## src/rtl/uart_pkg.sv

```systemverilog
// Shared types and line-level constants for the UART transmit framer.
package uart_pkg;

  typedef enum logic [2:0] {
    IDLE,
    START,
    DATA,
    PARITY,
    STOP
  } tx_state_t;

  typedef enum logic [2:0] {
    SEL_IDLE,
    SEL_START,
    SEL_DATA,
    SEL_PARITY,
    SEL_STOP
  } line_sel_t;

  localparam logic UART_IDLE_BIT  = 1'b1;
  localparam logic UART_START_BIT = 1'b0;
  localparam logic UART_STOP_BIT  = 1'b1;

endpackage

```

## src/rtl/uart_tx_line_mux.sv

```systemverilog
// Registered serial-line driver: picks idle/start/data/parity/stop level, updates only on baud_tick.
module uart_tx_line_mux
  import uart_pkg::*;
(
  input  logic      clk,
  input  logic      reset_n,
  input  logic      tick,
  input  line_sel_t sel,
  input  logic      data_bit,
  input  logic      parity_bit,
  output logic      line
);

  logic line_next;

  always_comb begin
    line_next = UART_IDLE_BIT;
    case (sel)
      SEL_IDLE:   line_next = UART_IDLE_BIT;
      SEL_START:  line_next = UART_START_BIT;
      SEL_DATA:   line_next = data_bit;
      SEL_PARITY: line_next = parity_bit;
      SEL_STOP:   line_next = UART_STOP_BIT;
      default:    line_next = UART_IDLE_BIT;
    endcase
  end

  always_ff @(posedge clk) begin
    if (!reset_n) begin
      line <= UART_IDLE_BIT;
    end else if (tick) begin
      line <= line_next;
    end
  end

endmodule

```

## src/rtl/uart_tx_framer.sv

```systemverilog
// UART transmit framer: one-deep holding register, start/data/parity/stop sequencing on baud_tick.
module uart_tx_framer
  import uart_pkg::*;
#(
  parameter int DATA_WIDTH = 8,
  parameter int CNT_W      = $clog2(DATA_WIDTH)
) (
  input  logic                  clk,
  input  logic                  reset_n,
  input  logic                  baud_tick,
  input  logic                  tx_valid,
  output logic                  tx_ready,
  input  logic [DATA_WIDTH-1:0] tx_data,
  input  logic                  parity_en,
  input  logic                  parity_odd,
  input  logic                  two_stop,
  output logic                  tx_serial,
  output logic                  tx_busy,
  output logic                  tx_done
);

  tx_state_t             state;
  tx_state_t             state_next;
  line_sel_t             line_sel;
  logic [DATA_WIDTH-1:0] hold_data;
  logic                  hold_full;
  logic [DATA_WIDTH-1:0] shift;
  logic [CNT_W-1:0]      bit_cnt;
  logic                  stop_cnt;
  logic                  par_acc;
  logic                  cfg_parity_en;
  logic                  cfg_parity_odd;
  logic                  cfg_two_stop;
  logic                  accept;
  logic                  load;
  logic                  frame_end;
  logic                  last_bit;
  logic                  shift_en;

  assign tx_ready = !hold_full;
  assign tx_busy  = (state != IDLE);
  assign accept   = tx_valid && !hold_full;
  assign last_bit = (bit_cnt == CNT_W'(DATA_WIDTH - 1));
  // Each data bit leaves shift[0] on the tick that starts its period.
  assign shift_en = baud_tick && ((state == START) || (state == DATA && !last_bit));

  always_comb begin
    state_next = state;
    line_sel   = SEL_IDLE;
    load       = 1'b0;
    frame_end  = 1'b0;
    case (state)
      IDLE: begin
        if (baud_tick && hold_full) begin
          load       = 1'b1;
          state_next = START;
          line_sel   = SEL_START;
        end
      end
      START: begin
        if (baud_tick) begin
          state_next = DATA;
          line_sel   = SEL_DATA;
        end
      end
      DATA: begin
        if (baud_tick) begin
          if (!last_bit) begin
            line_sel = SEL_DATA;
          end else if (cfg_parity_en) begin
            state_next = PARITY;
            line_sel   = SEL_PARITY;
          end else begin
            state_next = STOP;
            line_sel   = SEL_STOP;
          end
        end
      end
      PARITY: begin
        if (baud_tick) begin
          state_next = STOP;
          line_sel   = SEL_STOP;
        end
      end
      STOP: begin
        if (baud_tick) begin
          if (cfg_two_stop && !stop_cnt) begin
            line_sel = SEL_STOP;
          end else begin
            frame_end = 1'b1;
            if (hold_full) begin
              load       = 1'b1;
              state_next = START;
              line_sel   = SEL_START;
            end else begin
              state_next = IDLE;
              line_sel   = SEL_IDLE;
            end
          end
        end
      end
      default: state_next = IDLE;
    endcase
  end

  always_ff @(posedge clk) begin
    if (!reset_n) begin
      state     <= IDLE;
      hold_full <= 1'b0;
      bit_cnt   <= '0;
      stop_cnt  <= 1'b0;
      tx_done   <= 1'b0;
    end else begin
      state   <= state_next;
      tx_done <= frame_end;
      if (load) begin
        hold_full <= 1'b0;
      end else if (accept) begin
        hold_full <= 1'b1;
      end
      if (baud_tick && state == START) begin
        bit_cnt <= '0;
      end else if (baud_tick && state == DATA && !last_bit) begin
        bit_cnt <= bit_cnt + CNT_W'(1);
      end
      if (state_next == STOP && state != STOP) begin
        stop_cnt <= 1'b0;
      end else if (baud_tick && state == STOP) begin
        stop_cnt <= 1'b1;
      end
    end
  end

  // Datapath: word buffer, shifter, running parity and per-frame config snapshot.
  always_ff @(posedge clk) begin
    if (accept) begin
      hold_data <= tx_data;
    end
    if (load) begin
      shift          <= hold_data;
      par_acc        <= 1'b0;
      cfg_parity_en  <= parity_en;
      cfg_parity_odd <= parity_odd;
      cfg_two_stop   <= two_stop;
    end else if (shift_en) begin
      shift   <= shift >> 1;
      par_acc <= par_acc ^ shift[0];
    end
  end

  uart_tx_line_mux u_line_mux (
    .clk        (clk),
    .reset_n    (reset_n),
    .tick       (baud_tick),
    .sel        (line_sel),
    .data_bit   (shift[0]),
    .parity_bit (par_acc ^ cfg_parity_odd),
    .line       (tx_serial)
  );

endmodule

```

## config.mk

```make
export PLATFORM = sky130hd
export DESIGN_NAME = uart_tx_framer
export DESIGN_NICKNAME = d
export VERILOG_FILES = /design/src/rtl/uart_pkg.sv /design/src/rtl/uart_tx_line_mux.sv /design/src/rtl/uart_tx_framer.sv
export SDC_FILE = /design/constraint.sdc
export NUM_CORES = 1
export LEC_CHECK = 0
export ABC_CLOCK_PERIOD_IN_PS = 2600
export CORE_ASPECT_RATIO = 0.7
export CORE_MARGIN = 2
export CORE_UTILIZATION = 55
export CTS_BUF_LIST = sky130_fd_sc_hd__clkbuf_8
export DETAILED_ROUTE_END_ITERATION = 16
export GPL_TIMING_DRIVEN = 0
export MAX_ROUTING_LAYER = met4
export PLACE_DENSITY = 0.78
export SLEW_MARGIN = 20
export SYNTH_ARGS = -nofsm -noshare
export SYNTH_HDL_FRONTEND = slang
export SYNTH_SLANG_ARGS = --single-unit
export TNS_END_PERCENT = 20
```

## constraint.sdc

```tcl
create_clock -name clk -period 2.6 [get_ports clk]
set_clock_uncertainty 0.1 [all_clocks]
set_input_delay 0.39 -clock clk [delete_from_list [all_inputs] [get_ports clk]]
set_output_delay 0.39 -clock clk [all_outputs]
set_load 0.03 [all_outputs]
```

==> impl_metrics.py <==
metrics = {
    "setup_path": {
        "crit_slowest_cell": "clkdlybuf4s50_1",
        "cp_max_fo": 8,
        "path_buf_inv": 2,
        "crit_type": "reg -> out",
        "max_stage_delay_ps": 660,
        "crit_chain": "inv_1, nand2_1, clkdlybuf4s50_1",
        "cp.arrival_ps": 1640,
        "end_kind": "primary output",
        "worst-endpoint-required_ps": 2110,
        "critPathLaunchType": "register",
        "cp_top_family": "buffers and inverters",
    },
    "floorplan": {
        "ios": 19,
        "rows": 14,
        "die_y_um": 45.3,
        "start_util": 0.601,
        "die_x_um": 62.9,
        "coreArea_um2": 2220,
        "dieArea_um2": 2850,
    },
    "global_routing": {
        "met3_usage": 0.0623,
        "grt_use_total": 0.191,
        "grt_pass1_wl_mm": 3.76,
        "met2_usage": 0.289,
        "grt_overflow": 0,
        "grt_antenna_before_repair": 0,
        "grt_max_degree": 13,
        "grt_busiest_layer": "met2",
        "grt_use_met1": 0.229,
        "grt_pass1_vias": 823,
    },
    "timing": {
        "setup_slack_ps": 466,
        "grt_setup_unrepaired": "no",
        "setup_violations": 0,
        "finalCritPeriodShare": 0.821,
        "min_period_ps": 2130,
        "holdWs_ps": 368,
        "worst_pin_slew_ps": 696,
        "timing.slew.headroom": 0.535,
        "finalHoldViolations": 0,
        "slew_violations": 0,
        "fmax_ghz": 0.469,
        "setup-tns-final_ps": 0,
    },
    "cts": {
        "cts_resized": 0,
        "clkTransAtPathRegs_ps": 60,
        "cts_root_buffer": "clkbuf_8",
        "cts_tree": "yes",
        "clock_latency_ps": 270,
        "cts-buffers-inserted": 5,
        "cts_hold_buf": 0,
        "htree_levels": 2,
        "clock_path_buffers": 2,
        "cts_setup_buffers": 0,
        "cts.sinks": 30,
    },
    "placement": {
        "dp.cells": 153,
        "dpl.hpwl_mm": 1.67,
        "pre_cts_ws_ps": 442,
        "gp_congestion": 0.783,
        "io_buffer_count": 17,
        "place_area_um2": 1550,
    },
    "yosys": {
        "yosysUniqueCellTypes": 36,
        "synth_area_um2": 1340,
        "yosysTopAreaCell": "edfxtp_1",
        "synth-seq-area-share": 0.591,
        "syn_avg_cell_area_um2": 12.9,
        "netlist.area_leader.share": 0.427,
        "synth_top_flop_cell": "edfxtp_1",
        "ys_top_cells_by_area": "edfxtp_1 43%, dfxtp_1 16%, mux2_4 4.5%, nor2b_1 3.3%, buf_6 2.5%",
        "synth.most_common_cell": "edfxtp_1",
        "synth_edf_count": 19,
        "postSynth.asyncResetShare": 0,
        "yosysWarnings": 0,
        "yosys-top-cells-count": "19 x edfxtp_1, 11 x dfxtp_1, 8 x nand2_1, 8 x nor2_1, 7 x nor2b_1",
        "ys_ff_latch": 30,
        "syn_nets": 121,
        "syn_inst": 104,
    },
    "status": {
        "status": "completed",
    },
    "job": {
        "drv_cap": 0,
    },
    "pwr": {
        "p_leak_nw": 0.626,
        "p_per_area_nw_per_um2": 628,
        "total_power_mw": 1.02,
        "peakVddDrop_v": 0.000466,
    },
    "route": {
        "drc": 0,
        "first_iter_violations": 44,
        "routed_wl_mm": 2.26,
        "ant_nets": 0,
        "vias_per_cell": 5.25,
        "wire_per_inst_um": 14.0,
        "drt-pass1-iter-count": 4,
        "vias": 846,
    },
    "cells_and_area": {
        "multi_input_area_um2": 489,
        "register_area_um2": 791,
        "layout.nets": 145,
        "layout-drive-gt1-share": 0.147,
        "instances_no_fill": 161,
        "fin_area_um2": 1630,
        "diodes": 0,
        "fin_util": 0.732,
        "area_growth_pct": 21.8,
        "fillers": 180,
    },
    "hold_path": {
        "min-delay-path-class": "in -> reg",
    },
}
registers in the layout, indices dropped and copies added (netlist names):
signal,cells
cfg_parity_en,1
hold_full,1
par_acc,1
tx_done,1
bit_cnt,3
stop_cnt,1
hold_data,8
cfg_two_stop,1
state,3
cfg_parity_odd,1
u_line_mux.line,1
shift,8
where the power goes:
part / internal, mW / switching (mW) / total [mW]
Combinational: 0.0666 / 0.0609 / 0.128
Sequential: 0.544 / 0.0134 / 0.558
Clock: 0.179 / 0.159 / 0.338
Total: 0.790 / 0.233 / 1.02
layer usage:
metal | routed length, um | vias to the layer above
li1 | - | 425
met3 | 130 | 6
met1 | 1100 | 388
met2 | 970 | 27
met5 | 0 | -
met4 | 52 | 0
worst reg2reg max path, stage by stage (launching register included):
cell and delay, ps:
dfxtp_1 310, buf_6 130, and4bb_1 340, a21boi_4 270
buf_6 200, nand2b_1 380
cells by family after synthesis:
group,count (synthesis),synth area share
buffers and inverters,9,0.0430
AO/OA/AOI/OAI,17,0.100
AND/OR/NAND/NOR,33,0.136
flip-flops,30,0.591
adder cells (fa/ha/maj),2,0.0187
XOR/XNOR,4,0.0262
multiplexers,9,0.0851
placed cells by master, fill, tap and decap left out, types with 2 or more instances in the layout:
cell,instances
and2b_1,2
buf_6,3
clkbuf_8,5
clkdlybuf4s50_1,17
dfxtp_1,11
edfxtp_1,19
ha_1,2
inv_1,6
mux2_2,3
mux2_4,4
mux2i_1,2
nand2_1,8
nor2_1,8
nor2b_1,7
o21ai_0,5
xnor2_1,2
xor2_1,2
area by class of cell:
class                   instances  share of cell area
repair buffers                 17               0.104
well taps                      32              0.0246
inverters                       5              0.0115
clock buffers                   5              0.0422
plain buffers                   4              0.0238
multi-input cells              65               0.300
flip-flops and latches         30               0.485
clock inverters                 3             0.00768
final timing paths:
| check | startpoint | endpoint | slack [ps] | cells after the start |
|---|---|---|---|---|
| setup / recovery | state[2]$_SDFF_PN0_ | tx_busy | 470 | 3 |
| hold / removal | baud_tick | tx_done$_SDFF_PN0_ | 370 | 3 |
| setup reg to reg | state[1]$_SDFF_PN0_ | shift[7]$_SDFFCE_PN0P_ | 540 | 5 |
| hold reg to reg | bit_cnt[1]$_SDFFE_PP0P_ | bit_cnt[1]$_SDFFE_PP0P_ | 420 | 2 |
(Power assumes the default switching activity.)
